[config.mk]
export PLATFORM = sky130hd
export DESIGN_NAME = mult_div_unit
export DESIGN_NICKNAME = d
export VERILOG_FILES = /design/src/rtl/mult_div_unit.sv
export SDC_FILE = /design/constraint.sdc
export NUM_CORES = 1
export LEC_CHECK = 0
export ABC_AREA = 1
export CORE_ASPECT_RATIO = 1.2
export CORE_MARGIN = 2
export CORE_UTILIZATION = 40
export DETAILED_ROUTE_END_ITERATION = 12
export PLACE_DENSITY = 0.66
export SETUP_SLACK_MARGIN = 0.05
export SYNTH_ARGS = -nofsm -noshare
export SYNTH_HDL_FRONTEND = slang
export SYNTH_SLANG_ARGS = --single-unit
[constraint.sdc]
create_clock -name Clk -period 7.05 [get_ports Clk]
set_input_delay 1.41 -clock Clk [delete_from_list [all_inputs] [get_ports Clk]]
set_output_delay 1.41 -clock Clk [all_outputs]
set_load 0.01 [all_outputs]
[src/rtl/mult_div_unit.sv]
// Multicycle multiply/divide unit holding HI/LO; one result bit per cycle on a shared accumulator.
// Define MULTDIV_DIV_EN to build the restoring divider; without it divide ops end with err set.
module mult_div_unit #(
    parameter int WIDTH = 32,
    localparam int CNT_W = $clog2(WIDTH) + 1
) (
    input  logic             Clk,
    input  logic             reset,
    input  logic             start,
    input  logic [1:0]       op,
    input  logic [WIDTH-1:0] a,
    input  logic [WIDTH-1:0] b,
    input  logic             hilo_we,
    input  logic             hilo_sel,
    input  logic [WIDTH-1:0] wdata,
    output logic             busy,
    output logic             done,
    output logic             err,
    output logic [WIDTH-1:0] hi,
    output logic [WIDTH-1:0] lo,
    output logic [1:0]       state_dbg
);
    // Handshake: start is a one-cycle request accepted only in IDLE; busy stays high until the
    // cycle in which done pulses, and a new start may be presented during that done cycle.
    typedef enum logic [1:0] {IDLE = 2'd0, RUN = 2'd1, FIN = 2'd2} state_t;

    state_t               state, state_next;
    logic [2*WIDTH-1:0]   acc;
    logic [WIDTH-1:0]     mcand;
    logic [CNT_W-1:0]     cnt;
    logic                 neg_res;
    logic                 fault;

    logic                 is_signed;
    logic                 quick_fin;
    logic [WIDTH-1:0]     abs_a, abs_b;
    logic [WIDTH:0]       mul_sum;
    logic [2*WIDTH-1:0]   mul_next;
    logic [2*WIDTH-1:0]   prod_fix;

    assign busy      = (state != IDLE);
    assign state_dbg = state;
    assign is_signed = ~op[0];
    assign abs_a     = (is_signed && a[WIDTH-1]) ? -a : a;
    assign abs_b     = (is_signed && b[WIDTH-1]) ? -b : b;

    // Multiply step: conditional add into the upper half, then shift {carry, acc} right.
    assign mul_sum  = {1'b0, acc[2*WIDTH-1:WIDTH]} + {1'b0, (acc[0] ? mcand : {WIDTH{1'b0}})};
    assign mul_next = {mul_sum, acc[WIDTH-1:1]};
    assign prod_fix = neg_res ? -acc : acc;

`ifdef MULTDIV_DIV_EN
    logic                 is_div;
    logic                 neg_rem;
    logic [WIDTH:0]       rem_sh;
    logic                 div_ge;
    logic [WIDTH-1:0]     div_diff;
    logic [2*WIDTH-1:0]   div_next;
    logic [WIDTH-1:0]     quo_fix, rem_fix;

    // Restoring step: the shifted remainder needs WIDTH+1 bits before the trial subtract.
    assign rem_sh   = acc[2*WIDTH-1:WIDTH-1];
    assign div_ge   = (rem_sh >= {1'b0, mcand});
    assign div_diff = rem_sh[WIDTH-1:0] - mcand;
    assign div_next = div_ge ? {div_diff, acc[WIDTH-2:0], 1'b1} : {acc[2*WIDTH-2:0], 1'b0};
    assign quo_fix  = neg_res ? -acc[WIDTH-1:0] : acc[WIDTH-1:0];
    assign rem_fix  = neg_rem ? -acc[2*WIDTH-1:WIDTH] : acc[2*WIDTH-1:WIDTH];
    assign quick_fin = op[1] && (b == {WIDTH{1'b0}});
`else
    assign quick_fin = op[1];
`endif

    always_ff @(posedge Clk or posedge reset) begin
        if (reset) state <= IDLE;
        else       state <= state_next;
    end

    always_comb begin
        state_next = state;
        case (state)
            IDLE:    if (start) state_next = quick_fin ? FIN : RUN;
            RUN:     if (cnt == CNT_W'(1)) state_next = FIN;
            FIN:     state_next = IDLE;
            default: state_next = IDLE;
        endcase
    end

    always_ff @(posedge Clk or posedge reset) begin
        if (reset) begin
            acc     <= '0;
            mcand   <= '0;
            cnt     <= '0;
            neg_res <= 1'b0;
            fault   <= 1'b0;
            done    <= 1'b0;
            err     <= 1'b0;
            hi      <= '0;
            lo      <= '0;
`ifdef MULTDIV_DIV_EN
            is_div  <= 1'b0;
            neg_rem <= 1'b0;
`endif
        end else begin
            done <= 1'b0;
            case (state)
                IDLE: begin
                    if (start) begin
                        err     <= 1'b0;
                        fault   <= quick_fin;
                        cnt     <= CNT_W'(WIDTH);
                        neg_res <= is_signed && (a[WIDTH-1] ^ b[WIDTH-1]);
`ifdef MULTDIV_DIV_EN
                        is_div  <= op[1];
                        neg_rem <= is_signed && a[WIDTH-1];
                        if (op[1]) begin
                            mcand <= abs_b;
                            // Divide by zero writes back HI = a, LO = all ones straight from acc.
                            acc   <= quick_fin ? {a, {WIDTH{1'b1}}} : {{WIDTH{1'b0}}, abs_a};
                        end else begin
                            mcand <= abs_a;
                            acc   <= {{WIDTH{1'b0}}, abs_b};
                        end
`else
                        mcand <= abs_a;
                        acc   <= {{WIDTH{1'b0}}, abs_b};
`endif
                    end else if (hilo_we) begin
                        if (hilo_sel) hi <= wdata;
                        else          lo <= wdata;
                    end
                end
                RUN: begin
                    cnt <= cnt - CNT_W'(1);
`ifdef MULTDIV_DIV_EN
                    acc <= is_div ? div_next : mul_next;
`else
                    acc <= mul_next;
`endif
                end
                FIN: begin
                    done <= 1'b1;
                    if (fault) begin
                        err <= 1'b1;
`ifdef MULTDIV_DIV_EN
                        {hi, lo} <= acc;
`endif
                    end
`ifdef MULTDIV_DIV_EN
                    else if (is_div) begin
                        lo <= quo_fix;
                        hi <= rem_fix;
                    end
`endif
                    else begin
                        {hi, lo} <= prod_fix;
                    end
                end
                default: ;
            endcase
        end
    end

endmodule

Word level (Yosys, flattened, before mapping)
Cells that the tools add are included.
{"block": "op_classes", "n_eq_ne": 11, "multipliers": 0, "mux": 26, "n_div": 0, "add_sub_neg": 5, "bitwise": 2, "shifts": 0, "n_reduce_logical": 13, "n_lt_le_gt_ge": 0}
{"op": "$mux W32", "n": 11}
{"op": "$mux W64", "n": 2}
{"op": "$pmux W32 S2", "n": 2}
{"op": "$pmux W64 S2", "n": 1}
{"op": "$neg A32 Y32", "n": 2}
{"op": "$neg A64 Y64", "n": 1}
{"op": "$add A32 B32 Y33", "n": 1}
{"op": "$ne A2 B2 Y1 const B", "n": 8}
{"op": "$pmux W6 S2", "n": 1}
{"op": "$reduce_and A5 Y1", "n": 2}
{"op": "$eq A6 B1 Y1 const B", "n": 1}
{"op": "$mux W2", "n": 3}
{"op": "$mux W6", "n": 1}
{"op": "$reduce_and A2 Y1", "n": 3}
{"op": "$reduce_bool A2 Y1", "n": 3}
{"op": "$sub A6 B1 Y6 const B", "n": 1}
{"op": "$pmux W2 S2", "n": 1}
{"op": "$logic_and A1 B1 Y1", "n": 3}
{"op": "$mux W1", "n": 3}
{"op": "$reduce_and A3 Y1", "n": 1}
{"op": "$eq A2 B1 Y1 const B", "n": 1}
{"op": "$eq A2 B2 Y1 const B", "n": 1}
{"op": "$logic_not A2 Y1", "n": 1}
{"op": "$pmux W1 S2", "n": 1}
{"op": "other kinds (2)", "n": 2}
{"block": "word_totals", "latchBits": 0, "mem_bits_rw": 0, "out_inout_bits": 69, "ff_bits": 172, "mem_count": 0, "in_bits": 103, "mem_bits_ro": 0}

Depth between registers and ports, before layout
Gate-level depths: netlist of run 1.
{"block": "depth", "depth_word": 5, "mapped_depth": 19, "mapped_depth_nobuf": 17}

Least setup slack after synthesis of run 1
No wires, ideal clock.
{"block": "synth_path", "kind": "input-to-reg", "start": "in a[0]", "end": "reg mcand[24]", "path_stages": 11, "path_slack_ps": 4340, "arrival_ps": 2593, "path_buffers": 0, "cell_sequence": "inv_1 > ha_1 > nand4_1 > nor2_1 > nand2_1 > nor2_1 > nand3_1 > nand2_1 > nand2_1 > nand3_1 > nand2_1"}
{"block": "synth_via", "elab_chain_cells": 2}
{"element": "start, declared", "line": "11", "rtl": "input logic [WIDTH-1:0] a,"}
{"element": "$neg A32 Y32", "line": "44", "rtl": "assign abs_a = (is_signed && a[WIDTH-1]) ? -a : a;"}
{"element": "$mux W32", "line": "44"}
{"element": "end signal, assigned", "line": "124", "rtl": "mcand <= abs_a;"}
{"element": "end, declared", "line": "29", "rtl": "logic [WIDTH-1:0] mcand;"}
No other way between the ends.
A chain may end at the register's enable or synchronous reset.

Worst setup path in the final report of run 1
{"block": "layout_path", "start": "in start", "end": "reg hi[3]"}
{"block": "layout_via", "elab_chain_cells": 2}
{"element": "start, declared", "line": "9", "rtl": "input logic start,"}
{"element": "$ne A2 B2 Y1 (no source line)"}
{"element": "$reduce_and A5 Y1 (no source line)"}
{"element": "end signal, assigned", "line": "128", "rtl": "if (hilo_sel) hi <= wdata;"}
{"element": "end signal, assigned", "line": "155", "rtl": "{hi, lo} <= prod_fix;"}
{"element": "end, declared", "line": "19", "rtl": "output logic [WIDTH-1:0] hi,"}
No other way between the ends.

==> results.txt, run 1 <==
result of the run: finished, final reports clean
met2 Usage GRT: 40.4%
slowest CP cell: sky130_fd_sc_hd__buf_4
max incr delay on CP: 560 ps
area of the die: 0.0348 mm²
setup fix buffers added after clock tree synthesis: 0
Detailed Route Iter0 Violations: 1206
count of different cell masters after synthesis: 53
most used routing layer: met2
Cells after Synth: 2063
Clock Tree Buf Depth: 2
aggregate global-route resource usage: 25.8%
antenna cell count: 0
worst-path maximum fanout: 76
Clock Tree Root: sky130_fd_sc_hd__clkbuf_16
synthesized net count: 2204
I/O pin count: 172
met3 GRT Util: 3.08%
top-area cell type share of the netlist area: 32.3%
number of vias in the routed layout: 14000
worst setup skew after layout: 16.6 ps
number of CTS-inserted buffers: 17
initial core utilization: 40.4%
maximum vdd ir drop: 0.214 mV
number of synthesis warnings: 0
dominant cells by area after synthesis: sky130_fd_sc_hd__dfrtp_1, sky130_fd_sc_hd__nand2_1, sky130_fd_sc_hd__nor2_1, sky130_fd_sc_hd__nand3_1, sky130_fd_sc_hd__inv_1
post-placement worst setup slack: 2610 ps
total number of placement rows: 73
Leakage: 7.63 nW
# DRC: 0
Syn Area/Cell: 6.45 µm²
Critical Path End Type: flip-flop
pin count of the biggest net entering global routing: 77
series of cell instances along the critical path: clkdlybuf4s50_1 -> nand2_2 -> buf_4 -> inv_2 -> nor2_1 -> nand2_1 -> buf_4 -> inv_2 -> nor2_1 -> a21oi_1
wire length of the first global-routing pass: 70400 µm
post-synthesis cell area: 0.0133 mm²
most used standard cell by instance count after synthesis: sky130_fd_sc_hd__nand2_1
hold_buf cts: 0
commonest register cell after synthesis: sky130_fd_sc_hd__dfrtp_1
total wire length: 44800 µm
Final period util: 56.8%
height of the die: 204 µm
most numerous cell types in the synthesized netlist: sky130_fd_sc_hd__nand2_1, sky130_fd_sc_hd__nor2_1, sky130_fd_sc_hd__inv_1
PostCTS Resize Cnt: 0
sequential element share of the synthesized area: 32.3%
number of max-capacitance violations reported: 0
total of flip-flops plus latches after synthesis: 172
critical path start-end classification: input pin to flip-flop
count of endpoints failing setup in the final report: 0
final total negative setup slack: 0 ps
CTS tree: done
CTS Sinks: 172
Max-Slew Margin vs Limit: 21.2%
first-pass detailed-route iteration total: 6
Async SR Flop Fraction: 100%
final worst-path setup slack: 3050 ps
share of layout cells above drive strength 1: 4.75%
GR Util met1: 36.2%
Die X-Extent: 171 µm
worst-margin pin slew: 1180 ps
final hold violation count: 0
number of global-route vias before repair: 12900
Final Slew Violations: 0
htree depth: 4
CP required: 7430 ps
gr ovfl total: 0
minimum clock period after layout: 4000 ps
Detailed Place HPWL: 35600 µm
WP data arrival: 4380 ps
gp weighted congestion: 0.939
clock transition at the registers of the reported paths: 80 ps
power density over cell area: 408 mW/mm²
setup repair after global routing missed its margin: false
initial antenna violation count: 0
post-DR vias/cell: 5.27
clock insertion delay at the later pin of the skew report: 460 ps
Port Buffer Count: 171
EDFF count, synth: 0
Core Box Area: 0.0330 mm²
mean routed wirelength per cell: 16.9 µm
layout-stage area growth over the synthesis result: 19.8%
layout net count: 2337
count of fill cells added during filler insertion: 3362
path type of the worst min-delay path: flip-flop to flip-flop
timing-limited maximum frequency: 0.250 GHz
kind of launch point of the worst setup path: input pin
cell type contributing the most total cell area after synthesis: sky130_fd_sc_hd__dfrtp_1
Antenna Nets Post-Route: 0
==> placed cells by master, fill, tap and decap left out, types with 4 or more instances in the layout <==
cell                                n
sky130_fd_sc_hd__nand3_1          209
sky130_fd_sc_hd__a21oi_1          162
sky130_fd_sc_hd__xor2_1            32
sky130_fd_sc_hd__nor3_1             8
sky130_fd_sc_hd__nand4_1           23
sky130_fd_sc_hd__inv_2              5
sky130_fd_sc_hd__o22ai_1           10
sky130_fd_sc_hd__o21ai_0          119
sky130_fd_sc_hd__o21ai_4            6
sky130_fd_sc_hd__nand2_1          540
sky130_fd_sc_hd__nand2_2            7
sky130_fd_sc_hd__o21bai_1           5
sky130_fd_sc_hd__a22oi_1           25
sky130_fd_sc_hd__nand2_4            5
sky130_fd_sc_hd__nand3b_1          12
sky130_fd_sc_hd__inv_1            233
sky130_fd_sc_hd__or2_2             11
sky130_fd_sc_hd__inv_6              6
sky130_fd_sc_hd__buf_4             11
sky130_fd_sc_hd__clkinv_8           6
sky130_fd_sc_hd__nor2_2            12
sky130_fd_sc_hd__a31oi_1           13
sky130_fd_sc_hd__o21ai_1           11
sky130_fd_sc_hd__dfrtp_1          171
sky130_fd_sc_hd__nor2_4             5
sky130_fd_sc_hd__clkdlybuf4s50_1  171
sky130_fd_sc_hd__clkbuf_16         17
sky130_fd_sc_hd__o221ai_1           4
sky130_fd_sc_hd__ha_1              37
sky130_fd_sc_hd__o31ai_1            4
sky130_fd_sc_hd__nor2_1           290
==> final timing paths <==
path | from | endpoint | slack (ps) | cells past startpoint
setup / recovery | start | hi[3] | 3050 | 10
hold / removal | cnt[5] | cnt[5] | 470 | 1
setup reg to reg | state_dbg[1] | hi[3] | 3850 | 10
hold reg to reg | cnt[5] | cnt[5] | 470 | 1
max in group asynchronous | reset | lo[13] | 4440 | 3
min in group asynchronous | reset | acc[60] | 1370 | 2
==> registers in the layout, indices dropped and copies added, names as in the netlist <==
signal,count
done,1
fault,1
state_dbg,2
acc,64
lo,32
cnt,6
hi,32
mcand,32
err,1
neg_res,1
==> per-stage QoR <==
step / utilization (%) / total power, mW / instances / cell area [µm²] / hold WS (ps)
4_1_cts: 48.4 / 6.49 / 2659 / 16000 / 474
3_5_place_dp: 46.5 / 5.50 / 2627 / 15300 / 463
2_1_floorplan: - / 4.23 / 2063 / 13300 / 440
5_1_grt: 48.4 / 7.06 / 2659 / 16000 / 489
3_3_place_gp: 46.5 / 5.42 / 2627 / 15300 / 455
6_report: 48.4 / 6.51 / 2659 / 16000 / 472
==> power by group <==
part / switching [mW] / internal (mW) / total (mW) / leakage, nW
clock network: 0.501 / 0.484 / 0.985 / 0.297
logic: 2.22 / 1.35 / 3.57 / 5.27
registers: 0.500 / 1.45 / 1.95 / 2.06
==> area by class of cell <==
cell class                 instances  area [µm²]  share of cell area (%)
clock buffer                      17         425                    2.67
clock inverter                    15         189                    1.18
inverter                         242         916                    5.74
multi-input combinational       1581        7760                    48.6
sequential                       172        4310                    27.0
tap                              450         563                    3.53
timing repair buffer             182        1790                    11.2
==> logic make-up (layout without fill, tap and decap cells) <==
| family | after synthesis | count (layout) | share of synthesized area, % |
|---|---|---|---|
| and+or+nand+nor | 1135 | 1135 | 36.4 |
| AOI/OAI and AO/OA | 372 | 372 | 15.7 |
| buffers and inverters | 310 | 456 | 9.47 |
| DFF | 172 | 172 | 32.3 |
| adders and majority gates | 38 | 38 | 3.63 |
| xor gates and xnor gates | 34 | 34 | 2.24 |
| muxes | 2 | 2 | 0.150 |
==> layer usage <==
| metal | vias up | wire [µm] |
|---|---|---|
| li1 | 7002 | - |
| met1 | 6424 | 20600 |
| met2 | 507 | 19900 |
| met3 | 82 | 2770 |
| met4 | 0 | 1550 |
| met5 | - | 0 |
==> critical path: cells and delay by family <==
kind | cells | cell delay [ps]
buffers and inverters | 5 | 2180
AOI/OAI and AO/OA | 1 | 160
and+or+nand+nor | 4 | 580
No activity file was read; power rests on OpenSTA's default activity.
==> run 2: changes to the inputs <==
clock period = 4.11 ns   (was 7.05 ns; I/O delays follow)
==> results.txt, run 2 (synthesis gave the netlist of run 1 again) <==
power density over cell area: 693 mW/mm² (+70%)
kind of launch point of the worst setup path: flip-flop
register containing the most flip-flops in the final layout: acc
setup fix buffers added after clock tree synthesis: 0 (unchanged)
pin count of the biggest net entering global routing: 76 (-1.3%)
gr ovfl total: 0 (unchanged)
number of global-route vias before repair: 13100 (+1.1%)
most common cell after layout, fill and taps aside: sky130_fd_sc_hd__nand2_1
path type of the worst min-delay path: flip-flop to flip-flop
PostCTS Resize Cnt: 0 (unchanged)
layout net count: 2342 (+0.21%)
worst-margin pin slew: 902 ps (-279 ps)
timing-limited maximum frequency: 0.366 GHz
part of the power in registers: 30.7% (+0.7 points)
number of CTS-inserted buffers: 17 (unchanged)
# DRC: 0 (unchanged)
CP required: 4450 ps (-2980 ps)
gp weighted congestion: 0.939 (unchanged)
result of the run: finished, final reports clean
Max-Slew Margin vs Limit: 39.8% (+19 points)
Port Buffer Count: 171 (unchanged)
I/O pin count: 172 (unchanged)
total area of sequential cells: 0.00431 mm² (unchanged)
area of the die: 0.0348 mm² (unchanged)
WP data arrival: 3070 ps (-1310 ps)
total wire length: 44000 µm (-1.9%)
hold path startpoint: mcand[14]
cell depth of the worst flop-to-flop path: 18 (+8)
wire length of the first global-routing pass: 69400 µm (-1.5%)
end of the worst hold path: mcand[14]
Final Slew Violations: 0 (unchanged)
Clock Tree Buf Depth: 2 (unchanged)
post-DR vias/cell: 5.25 (-0.49%)
clock transition at the registers of the reported paths: 80 ps (about the same)
hold_buf cts: 0 (unchanged)
register-to-register path setup slack: 1380 ps (-2470 ps)
Leakage: 7.64 nW (about the same)
first-pass detailed-route iteration total: 6 (unchanged)
Detailed Place HPWL: 35000 µm (-1.9%)
Final period util: 66.5%
Critical Path End Type: flip-flop
layout-stage area growth over the synthesis result: 20.1%
final hold violation count: 0 (unchanged)
Antenna Nets Post-Route: 0 (unchanged)
count of non-filler cells in the finished layout: 2664 (+0.19%)
initial core utilization: 40.4% (unchanged)
initial antenna violation count: 0 (unchanged)
net switching component of the power: 5.46 mW (+69%)
Gate power share: 54.6% (-0.3 points)
number of vias in the routed layout: 14000 (-0.30%)
flip-flop count of the largest register after layout: 64 (unchanged)
share of layout cells above drive strength 1: 4.97% (+0.22 points)
switching portion of total power: 49.2% (-0.29 points)
leading cell types in the layout, fill and taps excluded: sky130_fd_sc_hd__nand2_1, sky130_fd_sc_hd__nor2_1, sky130_fd_sc_hd__inv_1, sky130_fd_sc_hd__nand3_1
part of the power in the clock network: 14.6% (-0.5 points)
maximum vdd ir drop: 0.525 mV (+150%)
count of fill cells added during filler insertion: 3360 (-0.059%)
mean routed wirelength per cell: 16.5 µm (-2.1%)
final total negative setup slack: 0 ps (unchanged)
total number of placement rows: 73 (unchanged)
Worst Hold Path Cells: 2 (+1)
worst-path maximum fanout: 34 (-55%)
Detailed Route Iter0 Violations: 1223 (+1.4%)
number of max-capacitance violations reported: 0 (unchanged)
Clock Tree Root: sky130_fd_sc_hd__clkbuf_16
worst reg2reg endpoint: acc[61]
minimum clock period after layout: 2730 ps
critical path start-end classification: flip-flop to flip-flop
height of the die: 204 µm (unchanged)
startpoint of the worst register-to-register path: acc[0]
Internal Power: 5.63 mW (+71%)
Die X-Extent: 171 µm (unchanged)
combined area of the multi-input logic cells: 0.00776 mm² (unchanged)
count of endpoints failing setup in the final report: 0 (unchanged)
setup repair after global routing missed its margin: false
CTS tree: done
antenna cell count: 0 (unchanged)
Worst setup startpoint: acc[0]
htree depth: 4 (unchanged)
aggregate global-route resource usage: 25.3% (-0.51 points)
worst setup skew after layout: 15.2 ps (-1.39 ps)
Core Box Area: 0.0330 mm² (unchanged)
CTS Sinks: 172 (unchanged)
clock insertion delay at the later pin of the skew report: 460 ps (about the same)
total instance count after detailed placement: 2632 (+0.19%)
-- run 2: cell types whose count changed in the layout (fill, tap and decap cells not counted), sizes merged --
cell and delta:
clkinv -1, clkinvlp +5, buf +5, inv -4
-- run 2: area by class of cell --
class                           instances  share of cell area, %
Timing Repair Buffer                  187                   11.6
Clock buffer                           17                   2.66
Tap cell                              450                   3.52
Multi-Input combinational cell       1581                   48.5
Sequential cell                       172                   26.9
Inverter                              242                   5.72
Clock inverter                         15                   1.00
-- run 2: how the worst max path moves through the flow --
stage | slack, ps | end | cells after the start
after floorplan | 1090 | acc[0] | 1
after global placement | 1160 | acc[22] | 10
after detailed placement | 1110 | acc[30] | 9
after CTS | 1380 | acc[61] | 18
after global routing | 1140 | acc[61] | 18
final | 1380 | acc[61] | 18
-- run 2: worst max-delay path, cell delays in order, from the launching register on --
cell and delay [ps]:
sky130_fd_sc_hd__dfrtp_1 330, sky130_fd_sc_hd__buf_4 320, sky130_fd_sc_hd__nand2_1 100, sky130_fd_sc_hd__inv_1 60, sky130_fd_sc_hd__ha_1 150, sky130_fd_sc_hd__inv_1 70
sky130_fd_sc_hd__fa_1 350, sky130_fd_sc_hd__inv_1 100, sky130_fd_sc_hd__nand2_1 70, sky130_fd_sc_hd__o21ai_1 290, sky130_fd_sc_hd__nand2_1 90, sky130_fd_sc_hd__nand2_1 110
sky130_fd_sc_hd__nand2_1 70, sky130_fd_sc_hd__nand2_1 160, sky130_fd_sc_hd__nand2_1 110, sky130_fd_sc_hd__nand2_1 80, sky130_fd_sc_hd__nand2_1 40, sky130_fd_sc_hd__nand3_1 60
sky130_fd_sc_hd__nand2_1 60
-- run 2: per-layer routing --
layer | GRT usage (%) | up-vias | part of all wire [%]
li1 | - | 7025 | -
met1 | 35.5 | 6375 | 46
met2 | 40.3 | 498 | 45
met3 | 3.27 | 75 | 6.1
met4 | 8.46 | 0 | 3.0
met5 | 0 | - | 0
-- run 2: stage by stage --
stage | utilization, % | instance area, µm² | power [mW] | hold WS [ps] | worst slack, ps
after floorplan | - | 13300 | 7.26 | 440 | 1090
after global placement | 46.7 | 15400 | 9.28 | 459 | 1160
after detailed placement | 46.7 | 15400 | 9.40 | 468 | 1110
after CTS | 48.5 | 16000 | 11.0 | 490 | 1380
after global routing | 48.5 | 16000 | 12.0 | 501 | 1140
final | 48.5 | 16000 | 11.1 | 488 | 1380
-- run 2: power by group through the flow --
stage                     Clock [mW]  Sequential (mW)  Combinational, mW
after floorplan                    0             3.20               4.06
after global placement             0             3.39               5.89
after detailed placement           0             3.41               5.99
after CTS                       1.65             3.38               6.02
after global routing            1.71             3.50               6.81
final                           1.62             3.41               6.06
==> run 3: changes to the inputs <==
PLACE_DENSITY = 0.68   (was 0.66)
clock period = 2.3 ns   (was 4.11 ns; I/O delays follow)
==> results.txt, run 3 (synthesis gave the netlist of run 1 again) <==
result of the run: finished, final reports clean
post-placement worst setup slack: -48.1 ps (-1160 ps)
CTS Sinks: 172 (unchanged)
Clock Tree Buf Depth: 2 (unchanged)
minimum clock period after layout: 2270 ps (-465 ps)
layout-stage area growth over the synthesis result: 32.7%
number of CTS-inserted buffers: 17 (unchanged)
final worst-path setup slack: 32.0 ps (-1340 ps)
area of the die: 0.0348 mm² (unchanged)
GR Util met1: 37.3% (+1.8 points)
initial antenna violation count: 0 (unchanged)
path type of the worst min-delay path: input pin to async pin
final cell area excluding filler cells: 0.0177 mm² (+11%)
aggregate global-route resource usage: 27.1% (+1.8 points)
Gate power share: 59.6% (+5.0 points)
most used routing layer: met2
worst-path maximum fanout: 8 (-76%)
met3 GRT Util: 3.25% (-0.019 points)
flip-flop count of the largest register after layout: 64 (unchanged)
wire length of the first global-routing pass: 74100 µm (+6.8%)
gr ovfl total: 0 (unchanged)
cell type group with the largest total delay on the critical path: simple AND/OR/NAND/NOR gates
CP Capture Point: acc[59]
final total negative setup slack: 0 ps (unchanged)
switching portion of total power: 48.4% (-0.83 points)
worst reg2reg endpoint: acc[59]
WP data arrival: 2600 ps (-470 ps)
initial core utilization: 40.4% (unchanged)
number of max-capacitance violations reported: 0 (unchanged)
net switching component of the power: 10.8 mW (+99%)
most common cell after layout, fill and taps aside: sky130_fd_sc_hd__nand2_1
CP bufs+invs: 3 (-1)
Max-Slew Margin vs Limit: 53.8% (+14 points)
Final Slew Violations: 0 (unchanged)
share of layout cells above drive strength 1: 15.1% (+10 points)
part of the power in registers: 26.9% (-3.8 points)
critical path start-end classification: flip-flop to flip-flop
Core Box Area: 0.0330 mm² (unchanged)
clock insertion delay at the later pin of the skew report: 450 ps (about the same)
Worst setup startpoint: acc[0]
Die X-Extent: 171 µm (unchanged)
max incr delay on CP: 500 ps (+150 ps)
Antenna Nets Post-Route: 0 (unchanged)
dominant cell type by count on the critical path: sky130_fd_sc_hd__nand2_1
hold_buf cts: 0 (unchanged)
slowest CP cell: sky130_fd_sc_hd__dfrtp_2
I/O pin count: 172 (unchanged)
Internal Power: 11.5 mW (+110%)
part of the power in the clock network: 13.5% (-1.1 points)
total number of placement rows: 73 (unchanged)
pin count of the biggest net entering global routing: 76 (unchanged)
power consumption: 22.4 mW (+100%)
antenna cell count: 0 (unchanged)
gp weighted congestion: 0.919 (-2.2%)
first-pass detailed-route iteration total: 5 (-1)
final hold violation count: 0 (unchanged)
htree depth: 4 (unchanged)
count of endpoints failing setup in the final report: 0 (unchanged)
post-DR vias/cell: 5.28 (+0.57%)
Leakage: 8.30 nW (+8.7%)
clock transition at the registers of the reported paths: 80 ps (about the same)
met2 Usage GRT: 43.6% (+3.3 points)
Final period util: 98.6% (+32 points)
Clock Tree Root: sky130_fd_sc_hd__clkbuf_16
number of global-route vias before repair: 14000 (+6.8%)
number of vias in the routed layout: 14700 (+4.9%)
register containing the most flip-flops in the final layout: acc
Port Buffer Count: 171 (unchanged)
CP required: 2630 ps (-1820 ps)
CTS tree: done
maximum vdd ir drop: 0.847 mV (+61%)
worst setup skew after layout: 15.2 ps (+0.0695 ps)
timing-limited maximum frequency: 0.441 GHz (+21%)
total wire length: 48000 µm (+9.1%)
Detailed Place HPWL: 37600 µm (+7.5%)
logic depth of the worst path, buffers included: 14 (-4)
mean routed wirelength per cell: 17.3 µm (+4.7%)
Placement Cell Area: 0.0163 mm² (+5.9%)
# DRC: 0 (unchanged)
register-to-register path setup slack: 30 ps (-1340 ps)
leading cell types in the layout, fill and taps excluded: sky130_fd_sc_hd__nand2_1, sky130_fd_sc_hd__nor2_1, sky130_fd_sc_hd__inv_1, sky130_fd_sc_hd__nand3_1, sky130_fd_sc_hd__clkdlybuf4s50_1
kind of launch point of the worst setup path: flip-flop
cell depth of the worst flop-to-flop path: 14 (-4)
hold_ws: 298 ps (-189 ps)
height of the die: 204 µm (unchanged)
startpoint of the worst register-to-register path: acc[0]
setup repair after global routing missed its margin: true
power density over cell area: 1270 mW/mm² (+83%)
Critical Path End Type: flip-flop
series of cell instances along the critical path: clkbuf_16 -> nand2_1 -> inv_1 -> ha_2 -> nand2_1 -> nor2_2 -> inv_1 -> nor2_1 -> and3_1 -> nand2_1 -> nand2_1 -> nand2_1 -> nand3_1 -> nand2_1
layout net count: 2456 (+4.9%)
Detailed Route Iter0 Violations: 1094 (-11%)
worst-margin pin slew: 693 ps (-209 ps)
[run 3: final cells by class]
cell class / instances / area, µm²
tap: 450 / 563
inverter: 242 / 915
timing repair buffer: 301 / 2840
sequential: 172 / 4310
multi-input combinational: 1581 / 8430
fill: 3281 / 15300
clock inverter: 15 / 186
clock buffer: 17 / 425
[run 3: metrics by stage]
stage / utilization, % / std cells
6_report: 53.6 / 2778
5_1_grt: 53.6 / 2778
3_3_place_gp: 49.5 / 2741
3_5_place_dp: 49.5 / 2741
4_1_cts: 51.5 / 2773
2_1_floorplan: - / 2063
[run 3: worst min-delay path by stage]
stage | cells after the start | slack [ps] | end | start
2_1_floorplan | 1 | 440 | cnt[5] | cnt[5]
3_3_place_gp | 1 | 460 | cnt[5] | cnt[5]
3_5_place_dp | 1 | 470 | cnt[5] | cnt[5]
4_1_cts | 2 | 300 | acc[55] | reset
5_1_grt | 2 | 310 | acc[55] | reset
6_report | 2 | 300 | acc[55] | reset
[run 3: power by group through the flow]
| stage | registers [mW] | clock network (mW) | logic, mW |
|---|---|---|---|
| after global placement | 5.92 | 0 | 12.0 |
| after detailed placement | 5.94 | 0 | 12.1 |
| after global routing | 6.20 | 3.16 | 14.8 |
| after CTS | 5.89 | 3.04 | 12.3 |
| final | 6.02 | 3.01 | 13.3 |
| after floorplan | 5.71 | 0 | 7.26 |
[run 3: timing repair]
action	CTS	global route
gates resized for setup	20	154
pin swaps	5	26
buffers inserted	0	3
cloned	0	2
endpoints found under the setup margin	18	41
[run 3: metal layers]
layer,up-vias,share of wire (%)
li1,7246,-
met1,6797,45
met2,526,45
met3,85,6.1
met4,0,3.7
met5,-,0
